### src/rtl/lsu_sram_ctrl_pkg.sv
// Shared types and helpers for the load/store unit: FSM states, load selectors,
// store byte-mask constants and the access-alignment rule.
package lsu_pkg;

  typedef enum logic [1:0] {
    IDLE   = 2'd0,
    ACCESS = 2'd1,
    RESP   = 2'd2
  } lsu_state_e;

  typedef enum logic [2:0] {
    LD_B  = 3'b000,
    LD_H  = 3'b001,
    LD_W  = 3'b010,
    LD_BU = 3'b011,
    LD_HU = 3'b100
  } ld_sel_e;

  localparam logic [3:0] BMASK_B = 4'b0001;
  localparam logic [3:0] BMASK_H = 4'b0011;
  localparam logic [3:0] BMASK_W = 4'b1111;

  // Halfwords need an even address, words a 4-byte boundary; anything else is byte-sized.
  function automatic logic lsu_misaligned(input logic       wr,
                                          input logic [2:0] sel,
                                          input logic [3:0] bm,
                                          input logic [1:0] off);
    logic half_v;
    logic word_v;
    if (wr) begin
      half_v = (bm == BMASK_H);
      word_v = (bm == BMASK_W);
    end else begin
      half_v = (sel == LD_H) || (sel == LD_HU);
      word_v = (sel == LD_W);
    end
    return (half_v & off[0]) | (word_v & (off != 2'b00));
  endfunction

endpackage

### src/rtl/lsu_sram_ctrl_if.sv
// Handshaked synchronous SRAM port: the controller is the master, the memory the slave.
interface lsu_sram_ctrl_if #(
  parameter int ADDR_W = 18
);
  logic              sram_ce;
  logic              sram_we;
  logic [3:0]        sram_be;
  logic [ADDR_W-1:0] sram_addr;
  logic [31:0]       sram_wdata;
  logic [31:0]       sram_rdata;
  logic              sram_ready;

  modport master (
    output sram_ce, sram_we, sram_be, sram_addr, sram_wdata,
    input  sram_rdata, sram_ready
  );

  modport slave (
    input  sram_ce, sram_we, sram_be, sram_addr, sram_wdata,
    output sram_rdata, sram_ready
  );
endinterface

### src/rtl/lsu_sram_ctrl_load_align.sv
// Extracts and sign/zero-extends a byte, halfword or word from a 32-bit memory word.
module lsu_load_align
  import lsu_pkg::*;
(
  input  logic [31:0] word_i,
  input  logic [1:0]  off_i,
  input  logic [2:0]  ld_sel_i,
  output logic [31:0] data_o
);

  logic [31:0] shifted_s;

  // Bring the addressed lane down to bit 0, then extend by load type.
  always_comb begin
    shifted_s = word_i >> {off_i, 3'b000};
    case (ld_sel_i)
      LD_B:    data_o = {{24{shifted_s[7]}}, shifted_s[7:0]};
      LD_BU:   data_o = {24'h000000, shifted_s[7:0]};
      LD_H:    data_o = {{16{shifted_s[15]}}, shifted_s[15:0]};
      LD_HU:   data_o = {16'h0000, shifted_s[15:0]};
      LD_W:    data_o = shifted_s;
      default: data_o = 32'h0000_0000;
    endcase
  end

endmodule

### src/rtl/lsu_sram_ctrl.sv
// Multi-cycle load/store sequencer: stalls the core, drives one SRAM request per
// memory instruction and returns the extended load result or an error strobe in RESP.
module lsu_sram_ctrl
  import lsu_pkg::*;
#(
  parameter int ADDR_W      = 18,
  parameter int TIMEOUT_CYC = 255
) (
  input  logic            clk,
  input  logic            rst_n,
  input  logic            mem_req,
  input  logic            wr_en,
  input  logic [2:0]      ld_sel,
  input  logic [3:0]      bmask,
  input  logic [31:0]     addr,
  input  logic [31:0]     st_data,
  output logic            stall,
  output logic [31:0]     ld_data,
  output logic            ld_vld,
  output logic            misalign_err,
  output logic            timeout_err,
  lsu_sram_ctrl_if.master sram
);

  localparam int               CNT_W    = $clog2(TIMEOUT_CYC + 1);
  localparam logic [CNT_W-1:0] CNT_LAST = CNT_W'(TIMEOUT_CYC - 1);

  lsu_state_e        state_q, state_d;
  logic              wr_q;
  logic [2:0]        sel_q;
  logic [1:0]        off_q;
  logic [ADDR_W-1:0] waddr_q;
  logic [3:0]        be_q;
  logic [31:0]       wdata_q;
  logic [31:0]       rdata_q;
  logic [CNT_W-1:0]  cnt_q;
  logic              misalign_q;
  logic              timeout_q;

  logic              misaligned_s;
  logic [31:0]       align_s;
  logic              load_ok_s;
  logic              unused_addr_s;

  assign misaligned_s  = lsu_misaligned(wr_en, ld_sel, bmask, addr[1:0]);
  assign unused_addr_s = ^addr[31:ADDR_W+2];

  lsu_load_align u_align (
    .word_i   (rdata_q),
    .off_i    (off_q),
    .ld_sel_i (sel_q),
    .data_o   (align_s)
  );

  // State register.
  always_ff @(posedge clk or negedge rst_n) begin
    if (!rst_n) begin
      state_q <= IDLE;
    end else begin
      state_q <= state_d;
    end
  end

  // Next-state logic; a ready on the last allowed cycle still counts as success.
  always_comb begin
    state_d = state_q;
    case (state_q)
      IDLE: begin
        if (mem_req) begin
          state_d = misaligned_s ? RESP : ACCESS;
        end else begin
          state_d = IDLE;
        end
      end
      ACCESS: begin
        if (sram.sram_ready || (cnt_q == CNT_LAST)) begin
          state_d = RESP;
        end else begin
          state_d = ACCESS;
        end
      end
      RESP:    state_d = IDLE;
      default: state_d = IDLE;
    endcase
  end

  // Request capture, wait counting and read-data latch.
  always_ff @(posedge clk or negedge rst_n) begin
    if (!rst_n) begin
      wr_q       <= 1'b0;
      sel_q      <= 3'b000;
      off_q      <= 2'b00;
      waddr_q    <= '0;
      be_q       <= 4'b0000;
      wdata_q    <= 32'h0000_0000;
      rdata_q    <= 32'h0000_0000;
      cnt_q      <= '0;
      misalign_q <= 1'b0;
      timeout_q  <= 1'b0;
    end else begin
      case (state_q)
        IDLE: begin
          if (mem_req) begin
            misalign_q <= misaligned_s;
            timeout_q  <= 1'b0;
            if (!misaligned_s) begin
              wr_q    <= wr_en;
              sel_q   <= ld_sel;
              off_q   <= addr[1:0];
              waddr_q <= addr[ADDR_W+1:2];
              be_q    <= wr_en ? (bmask << addr[1:0]) : BMASK_W;
              wdata_q <= st_data << {addr[1:0], 3'b000};
              cnt_q   <= '0;
            end
          end
        end
        ACCESS: begin
          if (sram.sram_ready) begin
            rdata_q <= sram.sram_rdata;
          end else if (cnt_q == CNT_LAST) begin
            timeout_q <= 1'b1;
          end else begin
            cnt_q <= cnt_q + CNT_W'(1);
          end
        end
        default: begin
        end
      endcase
    end
  end

  // Outputs: stall is gated by reset so the core is released while reset is held.
  always_comb begin
    load_ok_s       = (state_q == RESP) & ~wr_q & ~misalign_q & ~timeout_q;
    stall           = rst_n & (((state_q == IDLE) & mem_req) | (state_q == ACCESS));
    ld_vld          = load_ok_s;
    ld_data         = load_ok_s ? align_s : 32'h0000_0000;
    misalign_err    = (state_q == RESP) & misalign_q;
    timeout_err     = (state_q == RESP) & timeout_q;
    sram.sram_ce    = (state_q == ACCESS);
    sram.sram_we    = (state_q == ACCESS) & wr_q;
    sram.sram_be    = (state_q == ACCESS) ? be_q    : 4'b0000;
    sram.sram_addr  = (state_q == ACCESS) ? waddr_q : '0;
    sram.sram_wdata = (state_q == ACCESS) ? wdata_q : 32'h0000_0000;
  end

endmodule

### src/flat_wrapper.sv
// flat-port wrapper written by rule: the top's interface ports become plain ports
module lsu_sram_ctrl_flat import lsu_pkg::*;
#(
  parameter int ADDR_W      = 18,
  parameter int TIMEOUT_CYC = 255
)
  (clk, rst_n, mem_req, wr_en, ld_sel, bmask, addr, st_data, stall, ld_data, ld_vld, misalign_err, timeout_err, sram_sram_ce, sram_sram_we, sram_sram_be, sram_sram_addr, sram_sram_wdata, sram_sram_rdata, sram_sram_ready);
  lsu_sram_ctrl_if #(.ADDR_W(ADDR_W)) sram_i ();
  input  logic clk;
  input  logic rst_n;
  input  logic mem_req;
  input  logic wr_en;
  input  logic [2:0] ld_sel;
  input  logic [3:0] bmask;
  input  logic [31:0] addr;
  input  logic [31:0] st_data;
  output logic stall;
  output logic [31:0] ld_data;
  output logic ld_vld;
  output logic misalign_err;
  output logic timeout_err;
  output wire logic [$bits(sram_i.sram_ce)-1:0] sram_sram_ce;
  output wire logic [$bits(sram_i.sram_we)-1:0] sram_sram_we;
  output wire logic [$bits(sram_i.sram_be)-1:0] sram_sram_be;
  output wire logic [$bits(sram_i.sram_addr)-1:0] sram_sram_addr;
  output wire logic [$bits(sram_i.sram_wdata)-1:0] sram_sram_wdata;
  input wire logic [$bits(sram_i.sram_rdata)-1:0] sram_sram_rdata;
  input wire logic [$bits(sram_i.sram_ready)-1:0] sram_sram_ready;
  assign sram_sram_ce = sram_i.sram_ce;
  assign sram_sram_we = sram_i.sram_we;
  assign sram_sram_be = sram_i.sram_be;
  assign sram_sram_addr = sram_i.sram_addr;
  assign sram_sram_wdata = sram_i.sram_wdata;
  assign sram_i.sram_rdata = sram_sram_rdata;
  assign sram_i.sram_ready = sram_sram_ready;
  lsu_sram_ctrl #(.ADDR_W(ADDR_W), .TIMEOUT_CYC(TIMEOUT_CYC)) u_core (.clk(clk), .rst_n(rst_n), .mem_req(mem_req), .wr_en(wr_en), .ld_sel(ld_sel), .bmask(bmask), .addr(addr), .st_data(st_data), .stall(stall), .ld_data(ld_data), .ld_vld(ld_vld), .misalign_err(misalign_err), .timeout_err(timeout_err), .sram(sram_i));
endmodule
### config.mk
export PLATFORM = sky130hd
export DESIGN_NAME = lsu_sram_ctrl_flat
export DESIGN_NICKNAME = d
export VERILOG_FILES = /design/src/rtl/lsu_sram_ctrl_pkg.sv /design/src/rtl/lsu_sram_ctrl_if.sv /design/src/rtl/lsu_sram_ctrl_load_align.sv /design/src/rtl/lsu_sram_ctrl.sv /design/src/flat_wrapper.sv
export SDC_FILE = /design/constraint.sdc
export NUM_CORES = 1
export LEC_CHECK = 0
export CORE_UTILIZATION = 30
export CTS_CLUSTER_SIZE = 24
export DETAILED_ROUTE_END_ITERATION = 16
export GPL_ROUTABILITY_DRIVEN = 0
export SYNTH_ARGS = -nofsm -noshare
export SYNTH_HDL_FRONTEND = slang
export SYNTH_SLANG_ARGS = --single-unit
### constraint.sdc
create_clock -name clk -period 2.5 [get_ports clk]
set_input_delay 0.5 -clock clk [delete_from_list [all_inputs] [get_ports clk]]
set_output_delay 0.5 -clock clk [all_outputs]
set_load 0.01 [all_outputs]
Word-level counts from Yosys, hierarchy flattened:

Index checks and enable logic that the tools add are counted.
W data, S select, Z words.

* muxes and demuxes: 21
* div/mod/pow operators: 0
* bitwise operators: 16
* reduce and logical (&&, ||, !) cells: 11
* shift operators: 3
* order comparisons: 0
* $mul: 0
* equal/unequal tests: 17
* $add $sub $neg: 1

Operators by type and width (count)
* $pmux W32 S5: 1
* $mux W32: 2
* $mux W8: 4
* $shl A32 B5 Y32: 1
* $shr A32 B5 Y32: 1
* $mux W18: 1
* $pmux W8 S2: 1
* $and A1 B1 Y1: 10
* $eq A3 B2 Y1 const B: 3
* $add A8 B1 Y8 const B: 1
* $eq A8 B8 Y1 const B: 1
* $mux W4: 2
* $ne A2 B2 Y1 const B: 4
* $eq A3 B1 Y1 const B: 2
* $eq A3 B3 Y1 const B: 2
* $mux W2: 3
* $mux W1: 5
* $reduce_and A5 Y1: 1
* $eq A4 B2 Y1 const B: 1
* $eq A4 B4 Y1 const B: 1
* $not A1 Y1: 4
* $pmux W2 S2: 1
* $reduce_and A2 Y1: 2
* $reduce_and A4 Y1: 1
* other kinds (11): 14

* ROM bits: 0
* latch bits: 0
* input bits: 108
* memories kept: 0
* register bits after elaboration: 104
* memory bits (writable): 0
* output and inout port bits: 92

Longest topological paths before layout:

* depth in word-level cells: 8
* depth in mapped cells: 7

Hierarchy:

A second synthesis with hierarchy kept.

* cells, all modules: 601
* area total of the unflattened synthesis: 6189.7 sq um

Modules (own cells, without submodules)
* lsu_sram_ctrl: seq. area each 2602.5 sq um, area each 5456.5 sq um, times used 1, cells an instance 485
* lsu_load_align: seq. area each 0.0 sq um, area each 733.2 sq um, times used 1, cells an instance 116

Worst setup path before layout:

Ideal clock, no wire load.

* path type: reg-to-output
* from: register u_core.state_q[0]
* to: output port ld_data[2]
* buffers on the path: 1
* arrival: 1.744 ns
* slack: 0.256 ns
* required time: 2.000 ns
* stages on the path, launching flop included: 6
* cell sequence: dfrtp_1 -> nand2b_1 -> nor4_1 -> nand2_1 -> clkbuf_1 -> a211oi_1

* cells in the longest elaborated chain, start to end: 5

RTL lines
* start: declaration: RTL line lsu_sram_ctrl.sv:28 `lsu_state_e state_q, state_d;`
* start signal: assignment: RTL line lsu_sram_ctrl.sv:60 `state_q <= state_d;`
* $eq A2 B2 Y1: RTL line lsu_sram_ctrl.sv:134 `load_ok_s = (state_q == RESP) & ~wr_q & ~misalign_q & ~timeout_q;`
* $and A1 B1 Y1 (3 in a row): RTL line lsu_sram_ctrl.sv:134
* named net ld_vld: RTL line flat_wrapper.sv:19 `output logic ld_vld;`
* $mux W32: RTL line lsu_sram_ctrl.sv:137 `ld_data = load_ok_s ? align_s : 32'h0000_0000;`
* end: declaration: RTL line flat_wrapper.sv:18 `output logic [31:0] ld_data;`

The timed path passes the listed nets, and every way through them passes these cells.

Worst setup path after layout:

* from: register u_core.off_q[0]
* to: output port ld_data[9]

* cells in the longest elaborated chain, start to end: 3

RTL lines
* start: declaration: RTL line lsu_sram_ctrl.sv:31 `logic [1:0] off_q;`
* start signal: assignment: RTL line lsu_sram_ctrl.sv:109 `off_q <= addr[1:0];`
* $shr A32 B5 Y32: RTL line lsu_sram_ctrl_load_align.sv:15 `shifted_s = word_i >> {off_i, 3'b000};`
* $pmux W32 S5: RTL line lsu_sram_ctrl_load_align.sv:16 `case (ld_sel_i)`
* $mux W32: RTL line lsu_sram_ctrl.sv:137

No other way between the ends.

==> summary.md <==
| Metric | Value |
|---|---|
| Outcome | `finished with violations` |
| Failing checks | `setup timing` |
| CTS Buffer Depth | `2` |
| Clock-pin slew on the worst setup and hold paths | `0.07 ns` |
| Dominant cell type by area after synthesis | `dfrtp_1` |
| Layout cells sized above 1 | `29.60%` |
| Worst reg2reg path depth | `6` |
| Syn Std Cell Area | `6042 µm²` |
| RSZ-0062 raised after global routing | `true` |
| Design Power | `8.941 mW` |
| Buf/Inv on CP | `3` |
| Worst Setup Slack, final | `-0.1786 ns` |
| Critical path class | `register to output port` |
| Worst Setup Start Kind | `register` |
| Hold Crit Class | `input port to asynchronous set/reset pin` |
| Worst path top cell family by delay | `simple AND/OR/NAND/NOR gates` |
| Cell Chain, Critical Path | `buf_6, mux2_4, mux2i_2, or4_4, buf_4, a21oi_2, buf_2` |
| Commonest cells post-synth | `104 x dfrtp_1, 53 x and2_1, 51 x mux2_4, 41 x mux2_2, 41 x nand2_1` |
| Cells after Synth | `565` |
| Worst R2R End | `u_core.wdata_q[25]` |
| Pre-Repair DR Iteration Count | `4` |
| Number of CTS-inserted buffers | `9` |
| Dpl ws | `-0.1350 ns` |
| Tot GR Track Use | `17.46%` |
| Final Skew | `0.01311 ns` |
| Max_cap viols | `0` |
| Synth warn | `0` |
| Final Hold Fails | `0` |
| Pleak | `4.216 nW` |
| F_max | `373.3 MHz` |
| Final Setup Violations | `19` |
| Min Tclk post-route | `2.679 ns` |
| Layout fillers | `1867` |
| Synth Flop Type | `dfrtp_1` |
| WP data arrival | `2.18 ns` |
| Crit path required time | `2.00 ns` |
| Final WL | `18060 µm` |
| Vias in the first global route | `5289` |
| Slowest stage delay, CP | `0.58 ns` |
| Period utilization | `107.1%` |
| Post-synth EDFFs | `0` |
| Setup slack, reg-to-reg | `0.63 ns` |
| Max-slew headroom | `51.57%` |
| Share of the synthesized area in the top cell type | `43.07%` |
| Worst vdd ir | `0.3356 mV` |
| Pwr dens | `998.9 nW/µm²` |
| DR DRC count | `0` |
| Overflow left after global routing | `0` |
| # rows | `51` |
| Detailed placement HPWL | `13080 µm` |
| Worst slew pin tran | `0.7264 ns` |
| Routed Antenna Nets | `0` |
| Final-stage net count | `899` |
| Register area share after synthesis | `43.07%` |
| Boundary Pins | `200` |
| Via density per instance | `4.808` |
| Via count | `5092` |
| Critical Path Fanout Max | `8` |
| Initial drt markers | `238` |
| Initial Utilization | `30.84%` |
| Dominant cells by area after synthesis | `dfrtp_1 43%, mux2_4 13%, mux2_2 7.6%, mux2i_1 5.8%, and2_1 5.5%` |
| Chip width | `143.9 µm` |
| Clock root cell | `clkbuf_16` |
| Ant diodes | `0` |
| CTS tree | `built` |
| Die Span Y | `143.9 µm` |
| Clock sinks | `104` |
| Drt wl/cell | `17.05 µm` |
| H-tree depth | `3` |
| DIE AREA | `20710 µm²` |
| Core ar. | `19590 µm²` |
| Largest net degree at the start of global routing | `57` |
| FF+latch count, synth | `104` |
| Ys async rst share | `100.0%` |
| Slew Limit Fails | `0` |
| First-pass GRT wire length | `27790 µm` |
| CP max stage cell | `or4_4` |
| Crit end category | `output port` |
| Initial antenna violation count | `0` |
| Syn_nets | `675` |
| Count leader, synth | `dfrtp_1` |
| PortBufs | `187` |
| Mean Syn Cell Area | `10.69 µm²` |
| RR Startpoint | `u_core.state_q[1]` |
| Worst-skew pair later-pin latency | `0.35 ns` |
| Area delta synth->final | `48.15%` |
| Synth cell types | `47` |
-- kinds of logic (layout without fill, tap and decap cells) --
family	Yosys count	after routing	synth area share [%]
flip-flops	104	104	43.07
AO/OA/AOI/OAI	103	103	10.98
XOR/XNOR	1	1	0.1450
adder cells (fa/ha/maj)	2	2	0.4141
buffers and inverters	54	283	4.390
AND/OR/NAND/NOR	174	174	14.89
multiplexers	127	127	26.11
-- worst max path at each step --
stage / cells past startpoint / slack, ns / startpoint / to
after floorplan: 5 / 0.26 / u_core.state_q[0] / ld_data[2]
after global placement: 7 / -0.13 / u_core.state_q[0] / ld_data[0]
after detailed placement: 7 / -0.13 / u_core.off_q[0] / ld_data[16]
after CTS: 7 / -0.16 / u_core.off_q[0] / ld_data[30]
after global routing: 7 / -0.24 / u_core.off_q[0] / ld_data[14]
final: 7 / -0.18 / u_core.off_q[0] / ld_data[9]
-- placed cells by master, fill, tap and decap left out, types with 3 or more instances in the layout --
master / count
mux2_2: 39
dfrtp_1: 103
inv_1: 15
nand3_1: 5
nor2_1: 40
nor2b_1: 10
buf_4: 49
dlygate4sd2_1: 45
a21oi_1: 28
clkbuf_2: 16
clkdlybuf4s50_1: 96
buf_2: 16
clkbuf_16: 10
o2bb2ai_1: 8
o211ai_1: 3
mux2i_1: 33
a21oi_2: 6
nand2_1: 41
o21ai_0: 25
buf_6: 5
a211oi_2: 4
or2_2: 3
and2_1: 53
bufinv_16: 3
a211oi_1: 11
mux2_4: 53
buf_12: 9
dlymetal6s2s_1: 10
nand2b_1: 5
-- flip-flops by register name (all words and copies together) (netlist names) --
register           flops
u_core.off_q           2
u_core.be_q            4
u_core.rdata_q        32
u_core.misalign_q      1
u_core.waddr_q        18
u_core.cnt_q           8
u_core.state_q         2
u_core.sel_q           3
u_core.wdata_q        32
u_core.timeout_q       1
u_core.wr_q            1
-- per-layer routing --
metal | vias to the layer above | wire length [µm] | global-route usage, %
li1 | 2414 | - | -
met1 | 2500 | 8054 | 21.99
met2 | 143 | 8649 | 29.16
met3 | 35 | 859 | 2.999
met4 | 0 | 497 | 7.727
met5 | - | 0 | 0
-- worst reg2reg max path, delay by kind of cell, from the launching register on --
kind            cells  cell delay, ns
simple gates        2            0.25
flops               1            0.41
mux                 1            0.38
buf+inv             2            0.47
compound gates      1            0.23
-- power breakdown --
part / total (mW) / switching (mW) / leakage, nW / internal [mW]
Clock: 1.65 / 0.640 / 0.170 / 1.01
Sequential: 3.00 / 0.565 / 1.27 / 2.43
Combinational: 4.29 / 1.82 / 2.78 / 2.47
-- timing repair --
action / 4_1_cts / 5_1_grt
hold buffers: 0 / 0
pin swaps: 6 / 4
buffers inserted: 8 / 8
gates resized for setup: 142 / 66
endpoints found under the setup margin: 77 / 33
gates cloned: 1 / 1
-- through the flow --
| stage | setup TNS, ns | cells | area [µm²] | hold WS (ns) | util [%] |
|---|---|---|---|---|---|
| 2_1_floorplan | 0 | 565 | 6042 | 0.2044 | - |
| 3_3_place_gp | -2.240 | 1025 | 8436 | 0.4828 | 43.06 |
| 3_5_place_dp | -3.160 | 1025 | 8436 | 0.4862 | 43.06 |
| 4_1_cts | -3.455 | 1050 | 8874 | 0.3839 | 45.30 |
| 5_1_grt | -3.322 | 1059 | 8951 | 0.4163 | 45.69 |
| 6_report | -1.819 | 1059 | 8951 | 0.3358 | 45.69 |
-- area by class of cell --
cell class	instances	area (µm²)	area share [%]
clock inverter	5	103.9	1.160
sequential	104	2604	29.09
timing repair buffer	251	2335	26.08
inverter	16	60.06	0.6710
tap	265	331.6	3.704
multi-input combinational	407	3274	36.58
clock buffer	11	242.7	2.712
Power figures use the tool's default switching activity.
